## src/rtl/data_sync_tx.sv

```systemverilog
// data_sync_tx: source-side 4-phase launcher that holds a data bus stable for a
// multi-flop bus synchronizer in the destination domain.
module data_sync_tx #(
  parameter int NUM_STAGES = 2,
  parameter int BUS_WIDTH  = 8
) (
  input  logic                 CLK,
  input  logic                 RST,
  input  logic [BUS_WIDTH-1:0] in_data,
  input  logic                 in_valid,
  output logic                 in_ready,
  output logic [BUS_WIDTH-1:0] unsync_bus,
  output logic                 bus_enable,
  input  logic                 ack,
  output logic                 xfer_done,
  output logic                 busy
);
  typedef enum logic [1:0] {IDLE, LOAD, REQ, RELEASE} state_t;
  state_t                state_q;
  logic [NUM_STAGES-1:0] ack_sync_q, arm_q;
  logic                  ack_s, armed, accept;
  logic                  pend_vld_q, be_q, done_q;
  logic [BUS_WIDTH-1:0]  pend_data_q, bus_q;
  assign ack_s      = ack_sync_q[NUM_STAGES-1];
  assign armed      = arm_q[NUM_STAGES-1];
  assign accept     = in_valid & ~pend_vld_q;
  assign in_ready   = ~pend_vld_q;
  assign unsync_bus = bus_q;
  assign bus_enable = be_q;
  assign xfer_done  = done_q;
  assign busy       = (state_q != IDLE) | pend_vld_q;
  // arm_q fills with ones behind the ack chain so the reset-zero contents of
  // the chain are never mistaken for a real low acknowledge.
  always_ff @(posedge CLK or posedge RST)
    if (RST) begin
      ack_sync_q <= '0;
      arm_q      <= '0;
    end else begin
      ack_sync_q <= {ack_sync_q[NUM_STAGES-2:0], ack};
      arm_q      <= {arm_q[NUM_STAGES-2:0], 1'b1};
    end
  always_ff @(posedge CLK or posedge RST)
    if (RST) begin
      state_q     <= IDLE;
      pend_vld_q  <= 1'b0;
      pend_data_q <= '0;
      bus_q       <= '0;
      be_q        <= 1'b0;
      done_q      <= 1'b0;
    end else begin
      done_q <= 1'b0;
      if (accept) begin
        pend_vld_q  <= 1'b1;
        pend_data_q <= in_data;
      end
      case (state_q)
        IDLE: if (pend_vld_q & ~ack_s & armed) begin
          bus_q      <= pend_data_q;
          pend_vld_q <= 1'b0;
          state_q    <= LOAD;
        end
        LOAD: begin
          be_q    <= 1'b1;
          state_q <= REQ;
        end
        REQ: if (ack_s) begin
          be_q    <= 1'b0;
          done_q  <= 1'b1;
          state_q <= RELEASE;
        end
        RELEASE: if (~ack_s) state_q <= IDLE;
        default: state_q <= IDLE;
      endcase
    end
endmodule

```

## config.mk

```make
export PLATFORM = sky130hd
export DESIGN_NAME = data_sync_tx
export DESIGN_NICKNAME = d
export VERILOG_FILES = /design/src/rtl/data_sync_tx.sv
export SDC_FILE = /design/constraint.sdc
export NUM_CORES = 1
export LEC_CHECK = 0
export CORE_MARGIN = 10
export CORE_UTILIZATION = 45
export DETAILED_ROUTE_END_ITERATION = 10
export PLACE_DENSITY = 0.8
export SETUP_SLACK_MARGIN = 0.4
export SLEW_MARGIN = 0
export SYNTH_ARGS = -nofsm -noshare
export SYNTH_HDL_FRONTEND = slang
export SYNTH_SLANG_ARGS = --single-unit
```

## constraint.sdc

```tcl
create_clock -name CLK -period 3.35 [get_ports CLK]
set_input_delay 0.67 -clock CLK [delete_from_list [all_inputs] [get_ports CLK]]
set_output_delay 0.67 -clock CLK [all_outputs]
set_load 0.02 [all_outputs]
```

---- Yosys cells after proc, flatten, opt, wreduce, memory -nomap -nowiden ----
Cells that the tools add are included.
storage, ports and cells
  RAM bits ................................ 0
  input bits .............................. 12
  register bits after elaboration ......... 25
  latch bits .............................. 0
  memories kept ........................... 0
  output and inout port bits .............. 12
  memory bits (read-only) ................. 0
  word-level logic and storage cells ...... 37
operators by class
  reduce and logical (&&, ||, !) cells .... 6
  shift operators ......................... 0
  mux-type cells .......................... 11
  bitwise gates (word level) .............. 6
  div/mod/pow operators ................... 0
  magnitude comparators ................... 0
  $mul .................................... 0
  add/subtract/negate cells ............... 0
  eq/ne operators ......................... 6
operator list
  operator                                        number
  case mux 2 bit (4 select lines)                 1
  2-to-1 mux 1 bit                                6
  2-to-1 mux 2 bit                                3
  inequality test 2 bit (second input constant)   3
  == test 2 bit (second input constant)           2
  AND reduction 2 bit                             2
  nonzero test 2 bit                              2
  AND 1 bit                                       3
  AND reduction 3 bit                             1
  == test 2 x 1 -> 1 bit (second input constant)  1
  zero test 2 bit                                 1
  inverter 1 bit                                  2
  case mux 1 bit (2 select lines)                 1
  OR 1 bit                                        1

---- Depth between registers and ports, before layout ----
  word-level depth ........................ 5
  mapped depth ............................ 5

---- Least setup slack after synthesis ----
OpenSTA, ideal clock, no wires.
  kind .................................... reg2out
  start point ............................. reg state_q[0]
  end point ............................... out busy
  data arrival time ....................... 0.835 ns
  buffers on the path ..................... 0
  path slack .............................. 1.845 ns
  stages on the path, launching flop included .. 4
  data required time ...................... 2.680 ns
  cell sequence ........................... dfrtp_1 inv_1 ha_1 nand2_1
between the ends
  cells in the longest elaborated chain, start to end .. 2
RTL lines
  item                    RTL line  text
  start, declared         19        state_t state_q;
  start signal, assigned  44        state_q <= IDLE;
  start signal, assigned  60        state_q <= LOAD;
  start signal, assigned  64        state_q <= REQ;
  nonzero test 2 bit      31        assign busy = (state_q != IDLE) | pend_vld_q;
  OR 1 bit                31
  end, declared           16        output logic busy
Every way passes these cells.

---- Final worst setup path ----
  start point ............................. reg state_q[1]
  end point ............................... out busy
Same word-level chain as after synthesis.

==> impl_metrics.ini <==
[power_and_ir_drop]
power_frac_clock = 0.112
switching_share = 0.321
pwr_density_cell_nw_per_um2 = 862
comb_power_share = 0.436
switchingPower_w = 0.000351
seqPwrFrac = 0.452
p_leak_nw = 0.575
p_int_w = 0.000743
peakVddDrop_uv = 555

[die]
core_area_um2 = 2020
io_pins = 24
die_w_um = 66.8
num_rows = 16
die_y_um = 66.8
dieArea_um2 = 4460
start_util = 0.486

[synthesis]
syn-num-nets = 83
syn_area_per_cell_um2 = 14.7
syn-cell-area_um2 = 983
yosysWarnings = 0
syn_inst = 67
yosysUniqueCellTypes = 17
yosysSeqAreaShare = 0.636
ys_ff_latch = 25

[setup_path]
start_kind = flip-flop
r2r_start = state_q[0]
critPathArrivalTime_ps = 1730
cp-end-kind = primary output
cpPeakStageDelay_ps = 600
setup.worst_path.start = state_q[1]
critPathKind = flip-flop to primary output
crit_fanout = 4
required_ps = 2680
crit_slowest_cell = clkdlybuf4s50_1
crit_chain = inv_1 > ha_1 > nand2_1 > clkdlybuf4s50_1

[timing]
worst_pin_slew_ps = 902
timing.final.crit_share = 0.717
finalSetupViolCount = 0
finalHoldViolCount = 0
final-max-slew-violation-count = 0
max_freq_ghz = 0.416
rsz0062_at_grt = no
maxSlewHeadroom = 0.398
fin_tns_setup_ps = 0
final.setup.worst_slack_ps = 947
period_needed_ps = 2400
skew_ps = 3.03

[placement]
dp_hpwl_um = 1280
placed_cells = 116
place_ws_ps = 1050
io_buffer_count = 23
place_congestion = 0.787
placed_area_um2 = 1240

[clock_network]
htreeDepth = 1
cts_tree = built
numClockSinks = 25
post_cts_buffers = 0
ctsHoldBuffers = 0
clkTransAtPathRegs_ps = 120
cts_root_buffer = clkbuf_4
numCtsBuffers = 3
cts_buffer_depth = 2
clk_latency_ps = 300
cts_resized = 0

[global_routing]
track_usage = 0.0805
grt_max_degree = 26
grt-ovfl-total = 0
antenna_found_initial = 0
grt_pass1_wl_um = 2840
grt_pass1_vias = 665

[run]
cap_viol_max_count = 0

[worst_hold_path]
hold_path_class = flip-flop to flip-flop
min_from = ack_sync_q[0]

[finish]
postLayoutCoreUtil = 0.627
nFillCells = 176
area_growth_pct = 29.0
layout-drive-gt1-share = 0.247
antenna_cells = 0
final_cell_area_um2 = 1270
final_cells = 120
nNetsFinal = 110

[routing]
wire_per_inst_um = 13.6
vias_per_cell = 4.75
drtIter0Drc = 14
ant_nets = 0
drcViolationCount = 0
dr.pass1.iters = 4
via_count = 570
drt_wl_total_um = 1640

[outcome]
outcome = finished, final reports clean
-- cell usage after synthesis (all sizes together) --
library cell / instances / area, um^2
dfrtp: 25 / 626
mux2: 17 / 195
inv: 7 / 26.3
ha: 4 / 50.1
nand2: 3 / 13.8
nor2: 2 / 7.51
a2bb2oi: 1 / 8.76
and2: 1 / 7.51
and3b: 1 / 8.76
buf: 1 / 5.00
conb: 1 / 3.75
nor2b: 1 / 6.26
o21a: 1 / 7.51
o221a: 1 / 11.3
o22ai: 1 / 6.26
-- power groups by stage --
| stage | Sequential (W) | Combinational, W | Clock, W |
|---|---|---|---|
| 6_report | 0.000494 | 0.000477 | 0.000122 |
| 3_5_place_dp | 0.000503 | 0.000481 | 0 |
| 5_1_grt | 0.000514 | 0.000519 | 0.000145 |
| 3_3_place_gp | 0.000498 | 0.000467 | 0 |
| 2_1_floorplan | 0.000559 | 0.000233 | 0 |
| 4_1_cts | 0.000496 | 0.000485 | 0.000129 |
-- worst paths after layout --
check	slack, ps	cells past startpoint	endpoint
min	370	0	ack_sync_q[1]
max	950	4	busy
min in group asynchronous	850	2	ack_sync_q[0]
max in group asynchronous	1950	2	pend_data_q[0]
min reg2reg	370	0	ack_sync_q[1]
max reg2reg	1830	5	state_q[1]
-- stage by stage --
stage               hold WS, ps  total power [W]
finish                      369          0.00109
global route                385          0.00118
CTS                         375          0.00111
detailed placement          346         0.000985
global placement            332         0.000965
floorplan                   331         0.000793
-- cell type report --
class | count | area (um^2) | area share
flip-flops and latches | 25 | 626 | 0.493
multi-input cells | 34 | 327 | 0.257
repair buffers | 23 | 230 | 0.181
well taps | 27 | 33.8 | 0.0266
clock buffers | 4 | 26.3 | 0.0207
inverters | 7 | 26.3 | 0.0207
-- worst max-delay path: cells and delay by family, from the launching register on --
family / cells / cell delay [ps]
adders and majority gates: 1 / 240
and+or+nand+nor: 1 / 80
buffers and inverters: 2 / 680
DFF: 1 / 420
-- registers in the layout (all words and copies together) (netlist names) --
signal and count:
ack_sync_q 2, unsync_bus 8, state_q 2, xfer_done 1, pend_vld_q 1, arm_q 2
pend_data_q 8, bus_enable 1
-- per-layer routing --
layer | vias up | global-route usage | part of all wire
li1 | 274 | - | -
met1 | 278 | 0.0866 | 0.43
met2 | 16 | 0.141 | 0.49
met3 | 2 | 0.0368 | 0.075
met4 | 0 | 0.0157 | 0.0049
met5 | - | 0 | 0
-- kinds of logic after synthesis --
kind of cell | count (synthesis) | synth area share
flip-flops | 25 | 0.636
multiplexers | 17 | 0.198
buffers and inverters | 8 | 0.0318
AND/OR/NAND/NOR | 8 | 0.0445
AO/OA/AOI/OAI | 4 | 0.0344
adder cells (fa/ha/maj) | 4 | 0.0509
other | 1 | 0.00381
-- cell usage in the layout (no fill, tap or decap), drive strengths merged --
master	n
a2bb2oi	1
and2	1
and3b	1
clkbuf	4
clkdlybuf4s50	23
conb	1
dfrtp	25
ha	4
inv	7
mux2	17
nand2	3
nor2	2
nor2b	1
o21a	1
o221a	1
o22ai	1
Note: power is estimated with default switching activity, not from simulation.
